File: src/rtl/dfr_phase_sequencer.sv
// dfr_phase_sequencer: runs a DFR job as INIT/TRAIN/TEST phases, issuing one tagged reservoir step per valid/ready transfer
module dfr_phase_sequencer #(
  parameter int CNT_WIDTH = 32
) (
  input  logic                 S_AXI_ACLK,
  input  logic                 S_AXI_ARESETN,
  input  logic                 start,
  input  logic [CNT_WIDTH-1:0] num_init_samples,
  input  logic [CNT_WIDTH-1:0] num_init_steps,
  input  logic [CNT_WIDTH-1:0] num_train_samples,
  input  logic [CNT_WIDTH-1:0] num_train_steps,
  input  logic [CNT_WIDTH-1:0] num_test_samples,
  input  logic [CNT_WIDTH-1:0] num_test_steps,
  input  logic [CNT_WIDTH-1:0] num_steps_per_sample,
  input  logic                 step_ready,
  output logic                 step_valid,
  output logic [1:0]           phase,
  output logic [CNT_WIDTH-1:0] sample_idx,
  output logic [CNT_WIDTH-1:0] step_idx,
  output logic                 last_step_of_sample,
  output logic                 busy,
  output logic                 done,
  output logic                 sample_mismatch
);
  localparam logic [2:0] S_IDLE  = 3'd0;
  localparam logic [2:0] S_INIT  = 3'd1;
  localparam logic [2:0] S_TRAIN = 3'd2;
  localparam logic [2:0] S_TEST  = 3'd3;
  localparam logic [2:0] S_DONE  = 3'd4;
  logic [2:0]           state;
  logic [CNT_WIDTH-1:0] init_samples_q, init_steps_q, train_samples_q, train_steps_q;
  logic [CNT_WIDTH-1:0] test_samples_q, test_steps_q, sps_m1, step_in_sample;
  logic [CNT_WIDTH-1:0] cur_steps, cur_samples;
  logic [CNT_WIDTH:0]   completed;
  logic                 xfer, phase_end;
  // first phase after 'from' with a nonzero step count, else DONE
  function automatic logic [2:0] next_phase(input logic [2:0] from,
                                            input logic [CNT_WIDTH-1:0] a, b, c);
    return (from < S_INIT  && a != '0) ? S_INIT  :
           (from < S_TRAIN && b != '0) ? S_TRAIN :
           (from < S_TEST  && c != '0) ? S_TEST  : S_DONE;
  endfunction
  assign step_valid          = state == S_INIT || state == S_TRAIN || state == S_TEST;
  assign phase               = step_valid ? state[1:0] : 2'd0;
  assign busy                = state != S_IDLE;
  assign done                = state == S_DONE;
  assign last_step_of_sample = step_valid && step_in_sample == sps_m1;
  assign xfer                = step_valid && step_ready;
  always_comb begin
    cur_steps   = state == S_INIT ? init_steps_q   : state == S_TRAIN ? train_steps_q   : test_steps_q;
    cur_samples = state == S_INIT ? init_samples_q : state == S_TRAIN ? train_samples_q : test_samples_q;
    completed   = {1'b0, sample_idx} + (CNT_WIDTH+1)'(last_step_of_sample);
    phase_end   = step_idx == cur_steps - CNT_WIDTH'(1);
  end
  always_ff @(posedge S_AXI_ACLK or negedge S_AXI_ARESETN) begin
    if (!S_AXI_ARESETN) begin
      state           <= S_IDLE;
      init_samples_q  <= '0;
      init_steps_q    <= '0;
      train_samples_q <= '0;
      train_steps_q   <= '0;
      test_samples_q  <= '0;
      test_steps_q    <= '0;
      sps_m1          <= '0;
      step_in_sample  <= '0;
      sample_idx      <= '0;
      step_idx        <= '0;
      sample_mismatch <= 1'b0;
    end else begin
      case (state)
        S_IDLE: if (start) begin
          init_samples_q  <= num_init_samples;
          init_steps_q    <= num_init_steps;
          train_samples_q <= num_train_samples;
          train_steps_q   <= num_train_steps;
          test_samples_q  <= num_test_samples;
          test_steps_q    <= num_test_steps;
          sps_m1          <= num_steps_per_sample == '0 ? '0 : num_steps_per_sample - CNT_WIDTH'(1);
          sample_mismatch <= 1'b0;
          state           <= next_phase(S_IDLE, num_init_steps, num_train_steps, num_test_steps);
        end
        S_INIT, S_TRAIN, S_TEST: if (xfer) begin
          if (phase_end) begin
            if (completed != {1'b0, cur_samples} || !last_step_of_sample) sample_mismatch <= 1'b1;
            step_idx       <= '0;
            sample_idx     <= '0;
            step_in_sample <= '0;
            state          <= next_phase(state, init_steps_q, train_steps_q, test_steps_q);
          end else begin
            step_idx       <= step_idx + CNT_WIDTH'(1);
            step_in_sample <= last_step_of_sample ? '0 : step_in_sample + CNT_WIDTH'(1);
            sample_idx     <= last_step_of_sample ? sample_idx + CNT_WIDTH'(1) : sample_idx;
          end
        end
        default: state <= S_IDLE;
      endcase
    end
  end
endmodule
File: config.mk
export PLATFORM = sky130hd
export DESIGN_NAME = dfr_phase_sequencer
export DESIGN_NICKNAME = d
export VERILOG_FILES = /design/src/rtl/dfr_phase_sequencer.sv
export SDC_FILE = /design/constraint.sdc
export NUM_CORES = 1
export LEC_CHECK = 0
export CAP_MARGIN = 20
export CORE_MARGIN = 2
export CORE_UTILIZATION = 50
export CTS_BUF_LIST = sky130_fd_sc_hd__clkbuf_4 sky130_fd_sc_hd__clkbuf_8 sky130_fd_sc_hd__clkbuf_16
export CTS_CLUSTER_DIAMETER = 200
export DETAILED_ROUTE_END_ITERATION = 10
export PLACE_DENSITY = 0.75
export SYNTH_ARGS = -nofsm -noshare
export SYNTH_HDL_FRONTEND = slang
export SYNTH_SLANG_ARGS = --single-unit
File: constraint.sdc
create_clock -name S_AXI_ACLK -period 11.9 [get_ports S_AXI_ACLK]
set_input_delay 1.785 -clock S_AXI_ACLK [delete_from_list [all_inputs] [get_ports S_AXI_ACLK]]
set_output_delay 1.785 -clock S_AXI_ACLK [all_outputs]
set_load 0.01 [all_outputs]
==> summary.md <==
| Metric | Value |
|---|---|
| Outcome | `complete, no violations` |
| WP data required | `between 10,000 and 15,000 ps` |
| Core ar. | `between 0.03 and 0.04 mm^2` |
| HPWL Detailed | `between 40,000 and 50,000 um` |
| Cts bufs inserted | `38` |
| Initial antenna violation count | `0` |
| Die height | `199.0 um` |
| Final Max Tran Viols | `0` |
| WP data arrival | `a little under 6000 ps` |
| Final Hold Fails | `0` |
| Clock Tree Buf Depth | `3` |
| Crit path cell chain | `xor2_1 -> nor2_1 -> nand2_1 -> or4b_2 -> or4_1 -> nor4b_1 -> buf_4 -> ha_1 -> ha_1 -> nand3_1 -> nor3_1 -> nand2_1 -> nor2_1 -> a31oi_1 -> nor4_1 -> o2111ai_1 -> o21a_1 -> a22o_1` |
| CTS resizes | `0` |
| GR Overflow Total | `0` |
| Share of layout cells above drive strength 1 | `0.04799` |
| Fmax | `186.5 MHz` |
| Main flop type after synthesis | `dfrtp_1` |
| All-Layer GR Usage | `0.3215` |
| Setup-failing EPs final | `0` |
| Cell Area, Synth | `between 0.015 and 0.02 mm^2` |
| Most common cell after layout, fill and taps aside | `nand2_1` |
| Max Cap Viol | `0` |
| P_leak | `10.73 nW` |
| Post-synthesis cell count | `around 2,300` |
| DRT Wirelength | `~63,000 um` |
| Power Dens Cells | `between 200 and 250 mW/mm^2` |
| CTS H-tree lvls | `2` |
| Die Footprint | `about 0.04 mm^2` |
| Avg Inst Size Synth | `a little over 8 um^2` |
| Crit-path max FO | `5` |
| Die Wd | `~200 um` |
| Worst-Margin Slew | `a little over 1000 ps` |
| Max stage delay on crit path | `roughly 610 ps` |
| Worst-path clk slew | `60 ps` |
| Global-route wire length before repair | `97,610 um` |
| Max-slew headroom | `0.3217` |
| Routed Antenna Nets | `0` |
| Avg WL per Cell | `20.42 um` |
| Syn. warnings | `0` |
| Fin util | `0.6293` |
| Post-synth EDFFs | `0` |
| RSZ-0062 raised after global routing | `false` |
| Tightest Hold Check Type | `flop to flop` |
| Asr flop ratio synth | `1.000` |
| Via density | `between 5 and 6` |
| Via count | `roughly 18,000` |
| Initial Util | `0.5060` |
| GPL Wtd Cong | `slightly below 1` |
| Pre-antenna DRT Iters | `5` |
| DR iter-0 viols | `1,574` |
| Number of synthesized register bits | `~320` |
| Setup CP Type | `flop to flop` |
| Count of cell types in the netlist | `between 80 and 90` |
| Max Clock Skew | `19.51 ps` |
| Num ports | `299` |
| Peak VDD IR | `approximately 0.12 mV` |
| Vias in the first global route | `~18,000` |
| R2R depth | `18` |
| Root buf cell | `clkbuf_16` |
| Commonest non-fill, non-tap cells in the layout | `711 x nand2_1, 324 x dfrtp_1, 297 x clkdlybuf4s50_1` |
| Setup TNS | `0 ps` |
| CTS tree | `yes` |
| CP max stage cell | `or4b_2` |
| Fin nets | `between 2,000 and 3,000` |
| Core Rows | `~70` |
| Endpoint type of the worst setup path | `flop` |
| Post-route DRC | `0` |
| Hold Buf Count CTS | `0` |
| Crit path time final | `5362 ps` |
| Area grow syn2layout | `24.37%` |
| Crit path launch type | `flop` |
| Net Count, Synth | `between 2,000 and 3,000` |
| Clock Latency Late Sink | `between 500 and 600 ps` |
| Post-CTS setup buffers | `0` |
| Largest net degree at the start of global routing | `between 100 and 150` |
| Fin crit share | `0.4506` |
| Worst hold path stage count | `2` |
| Sequential area share after synthesis | `0.4264` |
| Number of clock sinks | `~320` |
| Inserted Diodes | `0` |
| Input/output buffers | `between 200 and 300` |
==> cells in the mapped netlist (15+ instances only) <==
library cell  instances  area share
a21oi_1              46       0.012
and2_1               15      0.0049
and3_1               30      0.0099
and3b_1              23       0.011
clkbuf_1             90       0.018
dfrtp_1             324        0.43
inv_1                29      0.0057
mux2i_1              61       0.032
nand2_1             713        0.14
nand2b_1             16      0.0053
nand3_1              50       0.013
nand3b_1             15      0.0059
nand4_1              60       0.020
nor2_1              176       0.035
nor3_1               45       0.012
nor4_1               66       0.022
o21ai_0             113       0.030
o21bai_1             21      0.0083
xnor2_1             121       0.056
xor2_1               81       0.037
==> cell type report <==
class,count,area [um^2]
inverters,29,108.9
fillers,3306,13930
flip-flops and latches,324,8108
well taps,511,639.4
repair buffers,318,3166
clock buffers,54,1127
clock inverters,13,166.4
multi-input cells,1846,10330
==> path summary, 6_finish.rpt <==
kind                                     end  slack, ps                from
max in group asynchronous   init_steps_q[26]       8360       S_AXI_ARESETN
hold reg to reg            init_samples_q[8]        470   init_samples_q[8]
setup reg to reg             sample_mismatch       6540  step_in_sample[27]
hold / removal             init_samples_q[8]        470   init_samples_q[8]
setup / recovery             sample_mismatch       6540  step_in_sample[27]
min in group asynchronous   train_steps_q[7]       1260       S_AXI_ARESETN
==> stage by stage <==
stage          power [W]  hold slack, ps  instances  setup WS [ps]  area [um^2]
3_3_place_gp    0.003811           456.6       3026           6611        22310
3_5_place_dp    0.003858           461.1       3026           6475        22310
4_1_cts         0.005088           476.8       3093           6462        23610
2_1_floorplan   0.003175           437.9       2317           7286        19010
5_1_grt         0.005419           486.1       3095           6222        23650
6_report        0.005113           471.6       3095           6538        23650
==> state kept, by name, indices dropped and copies added (netlist names) <==
| register | count |
|---|---|
| sample_idx | 32 |
| test_steps_q | 32 |
| sps_m1 | 32 |
| sample_mismatch | 1 |
| test_samples_q | 32 |
| train_samples_q | 32 |
| state | 3 |
| step_idx | 32 |
| init_samples_q | 32 |
| train_steps_q | 32 |
| step_in_sample | 32 |
| init_steps_q | 32 |
==> critical path, delay by kind of cell (launching register included) <==
kind	cells	cell delay [ps]
flip-flops	1	420
buffers and inverters	1	200
XOR/XNOR	1	150
AO/OA/AOI/OAI	4	790
adder cells (fa/ha/maj)	2	460
AND/OR/NAND/NOR	10	3230
==> layer usage <==
metal	vias to the layer above	part of all wire	global-route usage	routed length (um)
li1	8371	-	-	-
met1	8707	0.40	0.4104	25480
met2	740	0.48	0.5368	30280
met3	161	0.072	0.05137	4559
met4	0	0.045	0.1498	2871
met5	-	0	0	0
==> report_power, final <==
| group | leakage (nW) | total (W) | internal [W] | switching [W] |
|---|---|---|---|---|
| registers | 4.26 | 0.00176 | 0.00145 | 0.000312 |
| clock network | 0.652 | 0.00121 | 0.000728 | 0.000484 |
| logic | 5.81 | 0.00214 | 0.000847 | 0.00129 |
==> logic make-up after synthesis <==
group                    synth area share
AO/OA/AOI/OAI                     0.09259
XOR/XNOR                          0.09304
adder cells (fa/ha/maj)          0.004606
buffers and inverters             0.03224
flip-flops                         0.4264
multiplexers                      0.03507
AND/OR/NAND/NOR                    0.3161
No activity file was read; power rests on OpenSTA's default activity.
